$ cat config.mk
export PLATFORM = sky130hd
export DESIGN_NAME = char_link_ctrl
export DESIGN_NICKNAME = d
export VERILOG_FILES = /design/src/rtl/char_link_pkg.sv /design/src/rtl/char_link_baud.sv /design/src/rtl/char_link_ctrl.sv
export SDC_FILE = /design/constraint.sdc
export NUM_CORES = 1
export LEC_CHECK = 0
export BUFFER_PORTS_ARGS = -buffer_cell sky130_fd_sc_hd__buf_2
export CORE_ASPECT_RATIO = 1.4
export CORE_MARGIN = 4
export CORE_UTILIZATION = 50
export CTS_CLUSTER_SIZE = 24
export DETAILED_ROUTE_END_ITERATION = 10
export HOLD_SLACK_MARGIN = 0.06
export MAX_ROUTING_LAYER = met4
export PLACE_DENSITY = 0.69
export SYNTH_ARGS = -nofsm -noshare
export SYNTH_HDL_FRONTEND = slang
export SYNTH_SLANG_ARGS = --single-unit
$ cat constraint.sdc
create_clock -name clk -period 3.1 [get_ports clk]
set_input_delay 0.465 -clock clk [delete_from_list [all_inputs] [get_ports clk]]
set_output_delay 0.465 -clock clk [all_outputs]
set_load 0.03 [all_outputs]
$ cat src/rtl/char_link_pkg.sv
`default_nettype none
// ============================================================================
// Module      : char_link_pkg
// Description : Shared types and constants for the half-duplex character
//               link controller (state encoding, widths, line idle level).
// Revision    : 1.0 - initial release
// ============================================================================
package char_link_pkg;

    localparam int   c_DATA_W     = 8;
    localparam int   c_BIT_IDX_W  = 3;
    localparam logic c_IDLE_LEVEL = 1'b1;

    typedef enum logic [2:0] {
        ST_IDLE     = 3'd0,
        ST_TX_START = 3'd1,
        ST_TX_DATA  = 3'd2,
        ST_TX_STOP  = 3'd3,
        ST_RX_START = 3'd4,
        ST_RX_DATA  = 3'd5,
        ST_RX_STOP  = 3'd6
    } state_t;

endpackage
`default_nettype wire

$ cat src/rtl/char_link_baud.sv
`default_nettype none
// ============================================================================
// Module      : char_link_baud
// Description : Loadable bit-period down-counter. Emits a one-cycle tick at
//               terminal count and auto-reloads a full period after it.
//               A load (full or half period) restarts the count.
// Revision    : 1.0 - initial release
// ============================================================================
module char_link_baud
    import char_link_pkg::*;
#(
    parameter int CLKS_PER_BIT = 5208
) (
    input  logic clk,
    input  logic reset,
    input  logic i_load,
    input  logic i_load_half,
    output logic o_tick
);

    localparam int                 c_CNT_W = $clog2(CLKS_PER_BIT);
    localparam logic [c_CNT_W-1:0] c_FULL  = c_CNT_W'(CLKS_PER_BIT - 1);
    localparam logic [c_CNT_W-1:0] c_HALF  = c_CNT_W'(CLKS_PER_BIT / 2 - 1);

    logic [c_CNT_W-1:0] r_count;

    // Count down to zero, restart on load or after each terminal count
    always_ff @(posedge clk or posedge reset) begin
        if (reset) begin
            r_count <= c_FULL;
        end else if (i_load) begin
            r_count <= i_load_half ? c_HALF : c_FULL;
        end else if (r_count == '0) begin
            r_count <= c_FULL;
        end else begin
            r_count <= r_count - c_CNT_W'(1);
        end
    end

    assign o_tick = (r_count == '0);

endmodule
`default_nettype wire

$ cat src/rtl/char_link_ctrl.sv
`default_nettype none
// ============================================================================
// Module      : char_link_ctrl
// Description : Half-duplex 8N1 serial character link controller. Arbitrates
//               one shared line between PIO transmit requests and incoming
//               frames (receive wins ties) and owns the line direction.
// Revision    : 1.0 - initial release
// ============================================================================
module char_link_ctrl
    import char_link_pkg::*;
#(
    parameter int CLKS_PER_BIT = 5208,
    parameter int DATA_W       = c_DATA_W
) (
    input  logic              clk,
    input  logic              reset,
    input  logic              tx_req,
    input  logic [DATA_W-1:0] tx_data,
    output logic              tx_busy,
    output logic              tx_done,
    output logic [DATA_W-1:0] rx_data,
    output logic              rx_valid,
    input  logic              rx_ack,
    output logic              rx_overrun,
    output logic              frame_err,
    input  logic              serial_in,
    output logic              serial_out,
    output logic              link_dir
);

    localparam logic [c_BIT_IDX_W-1:0] c_LAST_BIT = c_BIT_IDX_W'(DATA_W - 1);

    state_t                  r_state;
    state_t                  w_state_nxt;
    logic                    r_rx_meta;
    logic                    r_rx_sync;
    logic                    r_rx_prev;
    logic [c_BIT_IDX_W-1:0]  r_bit_idx;
    logic [c_BIT_IDX_W-1:0]  w_bit_idx_nxt;
    logic [DATA_W-1:0]       r_tx_shift;
    logic [DATA_W-1:0]       r_rx_shift;
    logic                    r_tx_armed;
    logic                    r_tx_done;
    logic                    r_serial_out;
    logic                    r_link_dir;
    logic [DATA_W-1:0]       r_rx_data;
    logic                    r_rx_valid;
    logic                    r_rx_overrun;
    logic                    r_frame_err;
    logic                    w_serial_nxt;
    logic                    w_start_edge;
    logic                    w_tick;
    logic                    w_baud_load;
    logic                    w_baud_half;
    logic                    w_accept;
    logic                    w_bit_step;
    logic                    w_rx_shift_en;
    logic                    w_stop_good;
    logic                    w_stop_bad;

    char_link_baud #(
        .CLKS_PER_BIT (CLKS_PER_BIT)
    ) u_baud (
        .clk         (clk),
        .reset       (reset),
        .i_load      (w_baud_load),
        .i_load_half (w_baud_half),
        .o_tick      (w_tick)
    );

    assign w_start_edge = r_rx_prev & ~r_rx_sync;

    // Two-stage synchronizer for the asynchronous line plus one history stage
    always_ff @(posedge clk or posedge reset) begin
        if (reset) begin
            r_rx_meta <= c_IDLE_LEVEL;
            r_rx_sync <= c_IDLE_LEVEL;
            r_rx_prev <= c_IDLE_LEVEL;
        end else begin
            r_rx_meta <= serial_in;
            r_rx_sync <= r_rx_meta;
            r_rx_prev <= r_rx_sync;
        end
    end

    // Next-state and control strobes; receive start beats a transmit request
    always_comb begin
        w_state_nxt   = r_state;
        w_baud_load   = 1'b0;
        w_baud_half   = 1'b0;
        w_accept      = 1'b0;
        w_bit_step    = 1'b0;
        w_rx_shift_en = 1'b0;
        w_stop_good   = 1'b0;
        w_stop_bad    = 1'b0;
        case (r_state)
            ST_IDLE: begin
                if (w_start_edge) begin
                    w_state_nxt = ST_RX_START;
                    w_baud_load = 1'b1;
                    w_baud_half = 1'b1;
                end else if (tx_req && r_tx_armed) begin
                    w_state_nxt = ST_TX_START;
                    w_baud_load = 1'b1;
                    w_accept    = 1'b1;
                end
            end
            ST_TX_START: begin
                if (w_tick) begin
                    w_state_nxt = ST_TX_DATA;
                    w_baud_load = 1'b1;
                end
            end
            ST_TX_DATA: begin
                if (w_tick) begin
                    w_bit_step = 1'b1;
                    if (r_bit_idx == c_LAST_BIT) begin
                        w_state_nxt = ST_TX_STOP;
                        w_baud_load = 1'b1;
                    end
                end
            end
            ST_TX_STOP: begin
                if (w_tick) begin
                    w_state_nxt = ST_IDLE;
                    w_baud_load = 1'b1;
                end
            end
            ST_RX_START: begin
                if (w_tick) begin
                    w_baud_load = 1'b1;
                    w_state_nxt = r_rx_sync ? ST_IDLE : ST_RX_DATA;
                end
            end
            ST_RX_DATA: begin
                if (w_tick) begin
                    w_rx_shift_en = 1'b1;
                    w_bit_step    = 1'b1;
                    if (r_bit_idx == c_LAST_BIT) begin
                        w_state_nxt = ST_RX_STOP;
                        w_baud_load = 1'b1;
                    end
                end
            end
            ST_RX_STOP: begin
                if (w_tick) begin
                    w_state_nxt = ST_IDLE;
                    w_baud_load = 1'b1;
                    w_stop_good = r_rx_sync;
                    w_stop_bad  = ~r_rx_sync;
                end
            end
            default: begin
                w_state_nxt = ST_IDLE;
                w_baud_load = 1'b1;
            end
        endcase
    end

    // Line level for the coming cycle, registered so the pin never glitches
    always_comb begin
        w_bit_idx_nxt = w_bit_step ? (r_bit_idx + c_BIT_IDX_W'(1)) : r_bit_idx;
        w_serial_nxt  = c_IDLE_LEVEL;
        case (w_state_nxt)
            ST_TX_START: w_serial_nxt = 1'b0;
            ST_TX_DATA:  w_serial_nxt = r_tx_shift[w_bit_idx_nxt];
            default:     w_serial_nxt = c_IDLE_LEVEL;
        endcase
    end

    // State register, bit sequencing, transmit arming and line drivers
    always_ff @(posedge clk or posedge reset) begin
        if (reset) begin
            r_state      <= ST_IDLE;
            r_bit_idx    <= '0;
            r_tx_shift   <= '0;
            r_rx_shift   <= '0;
            r_tx_armed   <= 1'b1;
            r_tx_done    <= 1'b0;
            r_serial_out <= c_IDLE_LEVEL;
            r_link_dir   <= 1'b0;
        end else begin
            r_state      <= w_state_nxt;
            r_bit_idx    <= w_bit_idx_nxt;
            r_serial_out <= w_serial_nxt;
            r_link_dir   <= (w_state_nxt == ST_TX_START) || (w_state_nxt == ST_TX_DATA) ||
                            (w_state_nxt == ST_TX_STOP);
            r_tx_done    <= (r_state == ST_TX_STOP) && w_tick;
            if (w_accept) begin
                r_tx_shift <= tx_data;
            end
            if (w_rx_shift_en) begin
                r_rx_shift <= {r_rx_sync, r_rx_shift[DATA_W-1:1]};
            end
            if (w_accept) begin
                r_tx_armed <= 1'b0;
            end else if (!tx_req) begin
                r_tx_armed <= 1'b1;
            end
        end
    end

    // Receive result, pending/overrun flags and framing error pulse
    always_ff @(posedge clk or posedge reset) begin
        if (reset) begin
            r_rx_data    <= '0;
            r_rx_valid   <= 1'b0;
            r_rx_overrun <= 1'b0;
            r_frame_err  <= 1'b0;
        end else begin
            r_frame_err <= w_stop_bad;
            if (w_stop_good) begin
                r_rx_data    <= r_rx_shift;
                r_rx_valid   <= 1'b1;
                r_rx_overrun <= r_rx_valid & ~rx_ack;
            end else if (rx_ack) begin
                r_rx_valid   <= 1'b0;
                r_rx_overrun <= 1'b0;
            end
        end
    end

    assign serial_out = r_serial_out;
    assign link_dir   = r_link_dir;
    assign tx_busy    = r_link_dir;
    assign tx_done    = r_tx_done;
    assign rx_data    = r_rx_data;
    assign rx_valid   = r_rx_valid;
    assign rx_overrun = r_rx_overrun;
    assign frame_err  = r_frame_err;

endmodule
`default_nettype wire

Yosys cells after proc, flatten, opt, wreduce, memory -nomap -nowiden

Index checks and enable logic that the tools add are counted.

Flip-flop bits (word level): 53
Bits of input ports: 13
Logic and storage cells: 83

$add $sub $neg: 2
$lt $le $gt $ge: 1
Equality and inequality tests: 11
Muxes and demuxes: 39
Bitwise logic cells: 4
Reduce and logical (&&, ||, !) cells: 10

Operators by type and width:

| kind                                                  | count |
|---|---|
| 2-to-1 mux 13 bit                                     | 3 |
| 2-to-1 mux 3 bit                                      | 11 |
| 2-to-1 mux 1 bit                                      | 21 |
| one-hot mux 3 bit (6 select lines)                    | 1 |
| logical NOT 13 bit                                    | 1 |
| subtractor 13 x 1 -> 13 bit, second input constant    | 1 |
| equality test 3 x 2 -> 1 bit, second input constant   | 4 |
| equality test 3 bit, second input constant            | 4 |
| equality test 3 x 1 -> 1 bit, second input constant   | 2 |
| < comparator 3 x 4 -> 1 bit, second input constant    | 1 |
| OR reduction 2 bit                                    | 2 |
| OR reduction 4 bit                                    | 1 |
| adder 3 x 1 -> 3 bit, second input constant           | 1 |
| binary-select mux 1 bit (select 3 bit)                | 1 |
| logical NOT 3 bit                                     | 1 |
| one-hot mux 1 bit (3 select lines)                    | 1 |
| AND 1 bit                                             | 2 |
| logical AND 1 bit                                     | 2 |
| logical OR 1 bit                                      | 2 |
| inequality test 2 x 1 -> 1 bit, second input constant | 1 |
| NOT 1 bit                                             | 2 |
| one-hot mux 1 bit (2 select lines)                    | 1 |
| nonzero test 2 bit                                    | 1 |

Longest topological paths before layout

Gate-level depths: netlist (run 1).

Word-level depth: 7
Mapped depth: 10

Modules after synthesis

A second synthesis (run 1) with hierarchy kept.

Cell total of the unflattened synthesis: 258
Area total of the unflattened synthesis: 2715.1 um^2

By module, submodules not included:

| module         | instances | cells each | area an instance (um^2) |
|---|---|---|---|
| char_link_ctrl | 1         | 188        | 2011.9 |
| char_link_baud | 1         | 70         | 703.2 |

Worst setup path before layout (run 1)

No wires, ideal clock.

Kind: register to register
Start point: register u_baud.r_count[0]
End point: register r_rx_data[0], in the netlist rx_data[0]
Library setup time: 125 ps
Data arrival time: 2723 ps
Data required time: 2975 ps
Path slack: 252 ps
Stages on the path, launching flop included: 9
Buffers on the path: 2
Clock period less this slack: 2848 ps
Cell sequence: dfstp_2 inv_1 ha_1 or4b_4 or4_4 buf_6 buf_6 nor4_4 mux2_2

Word-level cells in the longest chain between the ends: 3

RTL lines:

| element                | RTL line              | source |
|---|---|---|
| from (decl)            | char_link_baud.sv:25  | `logic [c_CNT_W-1:0] r_count;` |
| from (signal assigned) | char_link_baud.sv:30  | `r_count <= c_FULL;` |
| from (signal assigned) | char_link_baud.sv:32  | `r_count <= i_load_half ? c_HALF : c_FULL;` |
| from (signal assigned) | char_link_baud.sv:34  | `r_count <= c_FULL;` |
| logical NOT 13 bit     | char_link_baud.sv:40  | `assign o_tick = (r_count == '0);` |
| 2-to-1 mux 1 bit       | char_link_ctrl.sv:146 | `if (w_tick) begin` |
| 2-to-1 mux 1 bit       | char_link_ctrl.sv:96  | `case (r_state)` |
| to (signal assigned)   | char_link_ctrl.sv:213 | `r_rx_data <= r_rx_shift;` |
| to (decl)              | char_link_ctrl.sv:46  | `logic [DATA_W-1:0] r_rx_data;` |

No other way between the ends.
A chain may end at the register's enable or synchronous reset.

Worst setup path in the final report (run 1)

Start point: register u_baud.r_count[0]
End point: register r_serial_out, in the netlist serial_out

Word-level cells in the longest chain between the ends: 7
Elaborated cells on any way between the ends: 15

RTL lines:

| element                                | RTL line                                     | source |
|---|---|---|
| logical NOT 13 bit (*)                 | char_link_baud.sv:40                         |  |
| 2-to-1 mux 1 bit                       | char_link_ctrl.sv:115, char_link_ctrl.sv:136 |  |
| 2-to-1 mux 1 bit                       | --                                           |  |
| 2-to-1 mux 3 bit                       | char_link_ctrl.sv:162                        | `w_bit_idx_nxt = w_bit_step ? (r_bit_idx + c_BIT_IDX_W'(1)) : r_bit_idx;` |
| binary-select mux 1 bit (select 3 bit) | char_link_ctrl.sv:166                        | `ST_TX_DATA: w_serial_nxt = r_tx_shift[w_bit_idx_nxt];` |
| 2-to-1 mux 1 bit (not written as such) | char_link_ctrl.sv:166                        |  |
| one-hot mux 1 bit (2 select lines) (*) | char_link_ctrl.sv:164                        | `case (w_state_nxt)` |
| via w_serial_nxt                       | char_link_ctrl.sv:50                         | `logic w_serial_nxt;` |
| to (signal assigned)                   | char_link_ctrl.sv:180                        | `r_serial_out <= c_IDLE_LEVEL;` |
| to (signal assigned)                   | char_link_ctrl.sv:185                        | `r_serial_out <= w_serial_nxt;` |
| to (decl)                              | char_link_ctrl.sv:44                         | `logic r_serial_out;` |

Mark *: on every way through the listed nets, which the timed path passes. The rest lies on a longest branch. The select of a mux whose other input is x is not followed.

==> results of run 1 <==
==> cells in the final DEF, fill, tap and decap left out, types with 3 or more instances in the layout <==
master / count
xnor2_1: 8
dfstp_2: 12
nand2_1: 27
a22oi_1: 5
buf_4: 4
dfrtp_1: 41
nor3_1: 9
ha_1: 3
nand3_1: 5
nor4_1: 3
o22ai_1: 3
clkbuf_8: 5
a31oi_1: 3
buf_2: 27
nand2b_1: 3
nor2_1: 14
a21oi_1: 9
inv_1: 8
a311oi_1: 3
o21ai_0: 9
or3_1: 3
mux2_2: 22
and3_1: 3
nor2b_1: 3
==> path summary, 6_finish.rpt <==
check / slack [ns] / startpoint / to / cells past startpoint
min reg2reg: 0.37 / r_rx_meta$_DFF_PP1_ / r_rx_sync$_DFF_PP1_ / 0
max: 0.13 / u_baud.r_count[0]$_DFF_PP1_ / serial_out$_DFF_PP1_ / 8
min in group asynchronous: 0.42 / reset / rx_overrun$_DFFE_PP0P_ / 2
max in group asynchronous: 2.04 / reset / r_bit_idx[2]$_DFF_PP0_ / 2
max reg2reg: 0.13 / u_baud.r_count[0]$_DFF_PP1_ / serial_out$_DFF_PP1_ / 8
min: 0.25 / serial_in / r_rx_meta$_DFF_PP1_ / 1
==> per-stage QoR <==
| step | area [um2] | util, % | cells | power, uW | setup WS [ns] |
|---|---|---|---|---|---|
| detailed placement | 2741 | 55.75 | 317 | 1619 | 0.1840 |
| floorplan | 2560 | - | 234 | 1484 | 0.2524 |
| global placement | 2741 | 55.75 | 317 | 1597 | 0.2652 |
| finish | 2875 | 58.47 | 325 | 2149 | 0.1340 |
| CTS | 2875 | 58.47 | 325 | 2165 | 0.1580 |
| global route | 2875 | 58.47 | 325 | 2292 | 0.008946 |
==> registers in the layout, indices dropped and copies added, names as in the netlist <==
register,flops
u_baud.r_count,13
r_rx_shift,8
r_tx_shift,8
rx_data,8
r_bit_idx,3
r_state,3
frame_err,1
link_dir,1
r_rx_meta,1
r_rx_prev,1
r_rx_sync,1
r_tx_armed,1
rx_overrun,1
rx_valid,1
serial_out,1
tx_done,1
==> synthesized netlist by cell type, types with 2 or more instances <==
cell type,count
a21o_1,2
a21oi_1,9
a222oi_1,2
a22oi_1,5
a311oi_1,3
a31oi_1,3
and3_1,3
buf_1,2
buf_6,2
clkbuf_1,7
dfrtp_1,41
dfstp_2,12
ha_1,3
inv_1,9
mux2_2,22
nand2_1,27
nand2b_1,3
nand3_1,5
nor2_1,14
nor2b_1,3
nor3_1,9
nor4_1,3
o21ai_0,9
o22ai_1,3
o41ai_1,2
or3_1,3
or4_1,2
xnor2_1,8
==> cell type report <==
cell class,instances,area [um2],share of cell area (%)
repair buffers,31,165.2,5.744
inverters,10,37.54,1.305
clock inverters,3,65.06,2.263
multi-input cells,159,1117,38.86
well taps,64,80.08,2.785
clock buffers,5,68.82,2.393
flip-flops and latches,53,1341,46.65
==> logic make-up after synthesis <==
group           count (synthesis)
compound gates                 44
fa+ha+maj                       4
buf+inv                        22
mux                            25
flops                          53
simple gates                   77
xor+xnor                        9
==> power breakdown <==
part	internal, uW	switching (uW)
Clock	321	225
Sequential	888	163
Combinational	257	295
==> critical path, stage by stage (launching register included) <==
cell and delay [ns]:
dfstp_2 0.39, inv_1 0.07, ha_1 0.19, or4b_4 0.50, or4_4 0.66, nor2_1 0.31, a311oi_1 0.17, mux4_2 0.48
a2bb2oi_2 0.13
==> routing by layer <==
| layer | track usage, % | part of all wire [%] | vias up |
|---|---|---|---|
| met5 | - | 0 | - |
| met3 | 2.791 | 2.4 | 9 |
| met1 | 22.51 | 43 | 893 |
| met4 | 7.960 | 2.5 | 0 |
| met2 | 27.65 | 52 | 29 |
| li1 | - | - | 893 |
==> metrics.md, run 1 <==
| Metric | Value |
|---|---|
| Status | completed |
| Final hold slack | 0.2495 ns |
| Yosys top cell area share | 40.08% |
| Power per cell area | 747.6 mW/mm2 |
| Compound-cell area share of the yosys netlist | 11.97% |
| Pleak | 0.001333 uW |
| Root Buffer | clkbuf_8 |
| Maximum root-to-sink buffer count | 2 |
| EDFF count, synth | 0 |
| Post-synthesis sequential element count | 53 |
| Post-cts hold buffer count | 0 |
| XOR/XNOR Fraction of Synth Area | 3.079% |
| Antenna-violating nets left | 0 |
| Multiplexer share of the synthesized area | a little under an eighth |
| Synth async-reset ratio | between 90% and 100% |
| Max-cap violations | 0 |
| RSZ-0062 raised after global routing | no |
| Clk sinks | 53 |
| Largest net degree at the start of global routing | 54 |
| CTS H-tree depth | 2 |
| DR DRC count | 0 |
| Final Hold Violating Endpoints | 0 |
| Post-synthesis simple-gate area fraction | 15.35% |
| CTS tree | built |
| Clock slew at the register clock pins of the worst setup and hold paths | 0.09 ns |
| Slew @ Worst Pin | 1.057 ns |
| Synthesized area per cell | roughly 11 um2 |
| Resized Gates After CTS | 0 |
| CP required | 3.34 ns |
| Fmax | 337.2 MHz |
| DIE AREA | 0.006345 mm2 |
| Crit share post-route | roughly 96% |
| Crit path time final | 2.966 ns |
| First-pass detailed-route iteration total | 4 |
| Fraction of layout cells with a size suffix above 1 | 31.03% |
| Initial Util | a little over half |
| Synth Area in Adders | 1.857% |
| DR WL/cell | 14.79 um |
| Syn-to-layout area delta | 12.32% |
| Slew headroom | 29.40% |
| Worst Setup End Kind | flip-flop |
| Post-Syn Area | 0.002560 mm2 |
| Io pins | 28 |
| Worst VDD drop | roughly 0.46 mV |
| Syn_nets | 250 |
| Routed vias | 1824 |
| Gate count after technology mapping | 234 |
| Yosys top cell by area | dfrtp_1 |
| Post-synthesis sequential area ratio | 52.39% |
| Total negative slack | 0 ns |
| Port bufs | 27 |
| CP Max Fanout | 16 |
| Cells taking the most area after synthesis | dfrtp_1 40%, dfstp_2 12%, mux2_2 9.7% |
| Arrival @ worst endpoint | 3.21 ns |
| First-pass GRT wire length | 8418 um |
| Slew Viols, Final | 0 |
| Global Route Usage Sum | between 10% and 20% |
| Kind of critical path | reg2reg |
| Die extent in y | 92.66 um |
| Core ar. | 0.004917 mm2 |
| Cts bufs inserted | 5 |
| Later-pin clock latency in the skew report | 0.30 ns |
| Post-synth top flop | dfrtp_1 |
| Vias/cell | 5.612 |
| Post-DP HPWL | 3354 um |
| Ant diodes | 0 |
| Hold/Removal Path Class | in2reg |
| Filler Cell Count | 427 |
| Setup Skew | 0.004583 ns |
| Setup Viol. Count Final | 0 |
| Routed WL | between 4000 and 5000 um |
| Final Wtd Congestion | 0.8577 |
| Initial antenna violation count | 0 |
| Core Rows | 30 |
| Die width | 68.48 um |
| Initial drt markers | 101 |
| Global route total overflow | 0 |
| Yosys Warn Count | 0 |
| Vias in the first global route | 1813 |
| Post-synth cell types | between 40 and 50 |
| Setup bufs post-CTS | 0 |
| Main combinational cell family by area after synthesis | simple AND/OR/NAND/NOR gates |
| Fin nets | 276 |
| Startpoint types | flip-flop |
No activity file was read; power rests on OpenSTA's default activity.
==> inputs of run 2 (changes only) <==
--- a/config.mk
+++ b/config.mk
@@ -5,15 +5,15 @@
 export SDC_FILE = /design/constraint.sdc
 export NUM_CORES = 1
 export LEC_CHECK = 0
-export BUFFER_PORTS_ARGS = -buffer_cell sky130_fd_sc_hd__buf_2
 export CORE_ASPECT_RATIO = 1.4
 export CORE_MARGIN = 4
 export CORE_UTILIZATION = 50
 export CTS_CLUSTER_SIZE = 24
 export DETAILED_ROUTE_END_ITERATION = 10
+export DONT_BUFFER_PORTS = 1
 export HOLD_SLACK_MARGIN = 0.06
 export MAX_ROUTING_LAYER = met4
-export PLACE_DENSITY = 0.69
+export PLACE_DENSITY = 0.64
 export SYNTH_ARGS = -nofsm -noshare
 export SYNTH_HDL_FRONTEND = slang
 export SYNTH_SLANG_ARGS = --single-unit
==> run 2 against run 1 <==
Via count is 7.9% lower. Power fell by 6.8%. Clock power fell by 24%. First-iteration DRC count shrank 16%. Clock-buffer cell count unchanged. Non-clock buffer count fell by 25. Clock skew increased by 0.0055 ns. Flip-flop and latch count did not move. Core utilization is 3.1 points lower. Die area is the same. Largest power group unchanged. Highest routed layer unchanged.
==> metrics.md, run 2 (synthesis results as in run 1) <==
| Metric | Value |
|---|---|
| Status | completed |
| Hold EP | r_rx_meta$_DFF_PP1_ |
| Post-cts hold buffer count | 0 (unchanged) |
| Commonest non-fill, non-tap cell in the layout | dfrtp_1 |
| Initial drt markers | 85 (-16%) |
| Later-pin clock latency in the skew report | 0.31 ns (about the same) |
| Die width | 68.48 um (unchanged) |
| Final core occ | 55.42% (-3.1 points) |
| CP required | 3.35 ns (about the same) |
| Hold Path Cell Cnt | 0 (-1) |
| Syn-to-layout area delta | 6.451% |
| Startpoint types | flip-flop |
| Setup Viol. Count Final | 0 (unchanged) |
| Reg-to-reg critical path endpoint | serial_out$_DFF_PP1_ |
| Area occupied by multi-input gates | 0.001124 mm2 (+0.56%) |
| First-pass detailed-route iteration total | 6 (+2) |
| Initial antenna violation count | 0 (unchanged) |
| Clock slew at the register clock pins of the worst setup and hold paths | 0.10 ns (about the same) |
| DIE AREA | 0.006345 mm2 (unchanged) |
| CP Max Fanout | 5 (-11) |
| CP max stage delay | 0.59 ns (-0.07 ns) |
| Worst r2r src | u_baud.r_count[0]$_DFF_PP1_ |
| Clk sinks | 53 (unchanged) |
| FF/Latch Area | 0.001341 mm2 (unchanged) |
| Filler Cell Count | 433 (+1.4%) |
| Ant diodes | 0 (unchanged) |
| Root Buffer | clkbuf_8 |
| Maximum root-to-sink buffer count | 2 (unchanged) |
| CTS H-tree depth | 2 (unchanged) |
| Worst VDD drop | 0.4515 mV (-0.88%) |
| Slew Viols, Final | 0 (unchanged) |
| R2R cell count | 8 (unchanged) |
| Port bufs | 0 (-100%) |
| Max-cap violations | 0 (unchanged) |
| RSZ-0062 raised after global routing | no |
| Global route total overflow | 0 (unchanged) |
| CTS tree | built |
| Cts bufs inserted | 5 (unchanged) |
| Critical Path, Cell by Cell | inv_1 -> ha_1 -> or4b_4 -> nor4_2 -> o21ai_1 -> a222oi_1 -> mux4_2 -> a2bb2oi_2 |
| Setup bufs post-CTS | 0 (unchanged) |
| Final Wtd Congestion | 0.8683 (+1.2%) |
| Commonest non-fill, non-tap cells in the layout | 41 x dfrtp_1, 27 x nand2_1, 22 x mux2_2 |
| Placed Cells incl. Taps | 292 (-7.9%) |
| First-pass GRT wire length | 7997 um (-5.0%) |
| Hold path startpoint | serial_in |
| Core Rows | 30 (unchanged) |
| Final Non-Filler Cells | 300 (-7.7%) |
| Slew headroom | 32.92% (+3.5 points) |
| Max reg flops | 13 (unchanged) |
| Routed vias | 1680 (-7.9%) |
| Die extent in y | 92.66 um (unchanged) |
| Total negative slack | 0 ns (unchanged) |
| Fmax | 335.8 MHz (-0.41%) |
| Initial Util | 52.06% (unchanged) |
| R2r setup slk | 0.12 ns (about the same) |
| Worst Setup End Kind | flip-flop |
| Hold/Removal Path Class | in2reg |
| Io pins | 28 (unchanged) |
| Core ar. | 0.004917 mm2 (unchanged) |
| Crit share post-route | 96.07% (+0.40 points) |
| Pleak | 0.001198 uW (-10%) |
| Final Hold Violating Endpoints | 0 (unchanged) |
| Resized Gates After CTS | 0 (unchanged) |
| Vias/cell | 5.600 (-0.22%) |
| DR DRC count | 0 (unchanged) |
| DR WL/cell | 15.95 um (+7.8%) |
| Crit-path slowest cell | mux4_2 |
| Fraction of layout cells with a size suffix above 1 | 24.15% (-6.9 points) |
| Tot Pwr | 2003 uW (-6.8%) |
| Largest Register | u_baud.r_count |
| Setup Skew | 0.01005 ns (+0.005463 ns) |
| Power per cell area | 735.0 mW/mm2 (-1.7%) |
| Slew @ Worst Pin | 1.005 ns (-0.05275 ns) |
| Largest net degree at the start of global routing | 52 (-3.7%) |
| Crit path time final | 2.978 ns (+0.01226 ns) |
| Routed WL | 4784 um (-0.46%) |
| Arrival @ worst endpoint | 3.23 ns (+0.02 ns) |
| Kind of critical path | reg2reg |
| Global Route Usage Sum | 16.92% (-0.87 points) |
| Post-DP HPWL | 3415 um (+1.8%) |
| Vias in the first global route | 1711 (-5.6%) |
| Antenna-violating nets left | 0 (unchanged) |
| Fin nets | 251 (-9.1%) |
run 2: changes by cell type in the layout (fill, tap and decap cells not counted):
cell,change
buf_2,-27
buf_4,+2
bufinv_16,-2
clkinv_2,-1
inv_6,+2
inv_8,+1
nor4_1,-1
nor4_2,+1
run 2: cell type report:
type	instances	share of cell area, %
repair buffers	6	1.653
multi-input cells	159	41.23
flip-flops and latches	53	49.22
inverters	10	1.377
well taps	64	2.938
clock inverters	3	1.056
clock buffers	5	2.525
run 2: metrics by stage:
step	area (um2)	setup WS, ns	hold WS [ns]
2_1_floorplan	2560	0.2524	0.3452
3_3_place_gp	2621	0.2745	0.3488
3_5_place_dp	2621	0.1265	0.3468
4_1_cts	2719	0.09718	0.1261
5_1_grt	2725	0.02419	0.1089
6_report	2725	0.1217	0.1316
run 2: worst max-delay path by stage:
stage / depth (start not counted) / to / from / slack [ns]
final: 8 / serial_out$_DFF_PP1_ / u_baud.r_count[0]$_DFF_PP1_ / 0.12
after floorplan: 8 / rx_data[0]$_DFFE_PP0P_ / u_baud.r_count[0]$_DFF_PP1_ / 0.25
after CTS: 8 / serial_out$_DFF_PP1_ / u_baud.r_count[0]$_DFF_PP1_ / 0.1
after global routing: 8 / serial_out$_DFF_PP1_ / u_baud.r_count[0]$_DFF_PP1_ / 0.02
after detailed placement: 8 / serial_out$_DFF_PP1_ / u_baud.r_count[0]$_DFF_PP1_ / 0.13
after global placement: 8 / serial_out$_DFF_PP1_ / u_baud.r_count[0]$_DFF_PP1_ / 0.27
run 2: worst max-delay path, delay by kind of cell, from the launching register on:
| kind | cells | cell delay [ns] |
|---|---|---|
| mux | 1 | 0.59 |
| compound gates | 3 | 0.79 |
| fa+ha+maj | 1 | 0.20 |
| simple gates | 2 | 0.88 |
| flops | 1 | 0.39 |
| buf+inv | 1 | 0.07 |
run 2: routing by layer:
metal / part of all wire (%) / up-vias / global-route usage, %
li1: - / 843 / -
met1: 44 / 790 / 21.80
met2: 50 / 38 / 25.50
met3: 3.4 / 9 / 4.005
met4: 2.5 / 0 / 6.468
met5: 0 / - / -
run 2: where the power goes:
part / leakage, uW / internal, uW / switching (uW)
Clock: 0.0000511 / 171 / 246
Combinational: 0.000478 / 241 / 248
Sequential: 0.000669 / 888 / 209
Total: 0.00120 / 1300 / 703
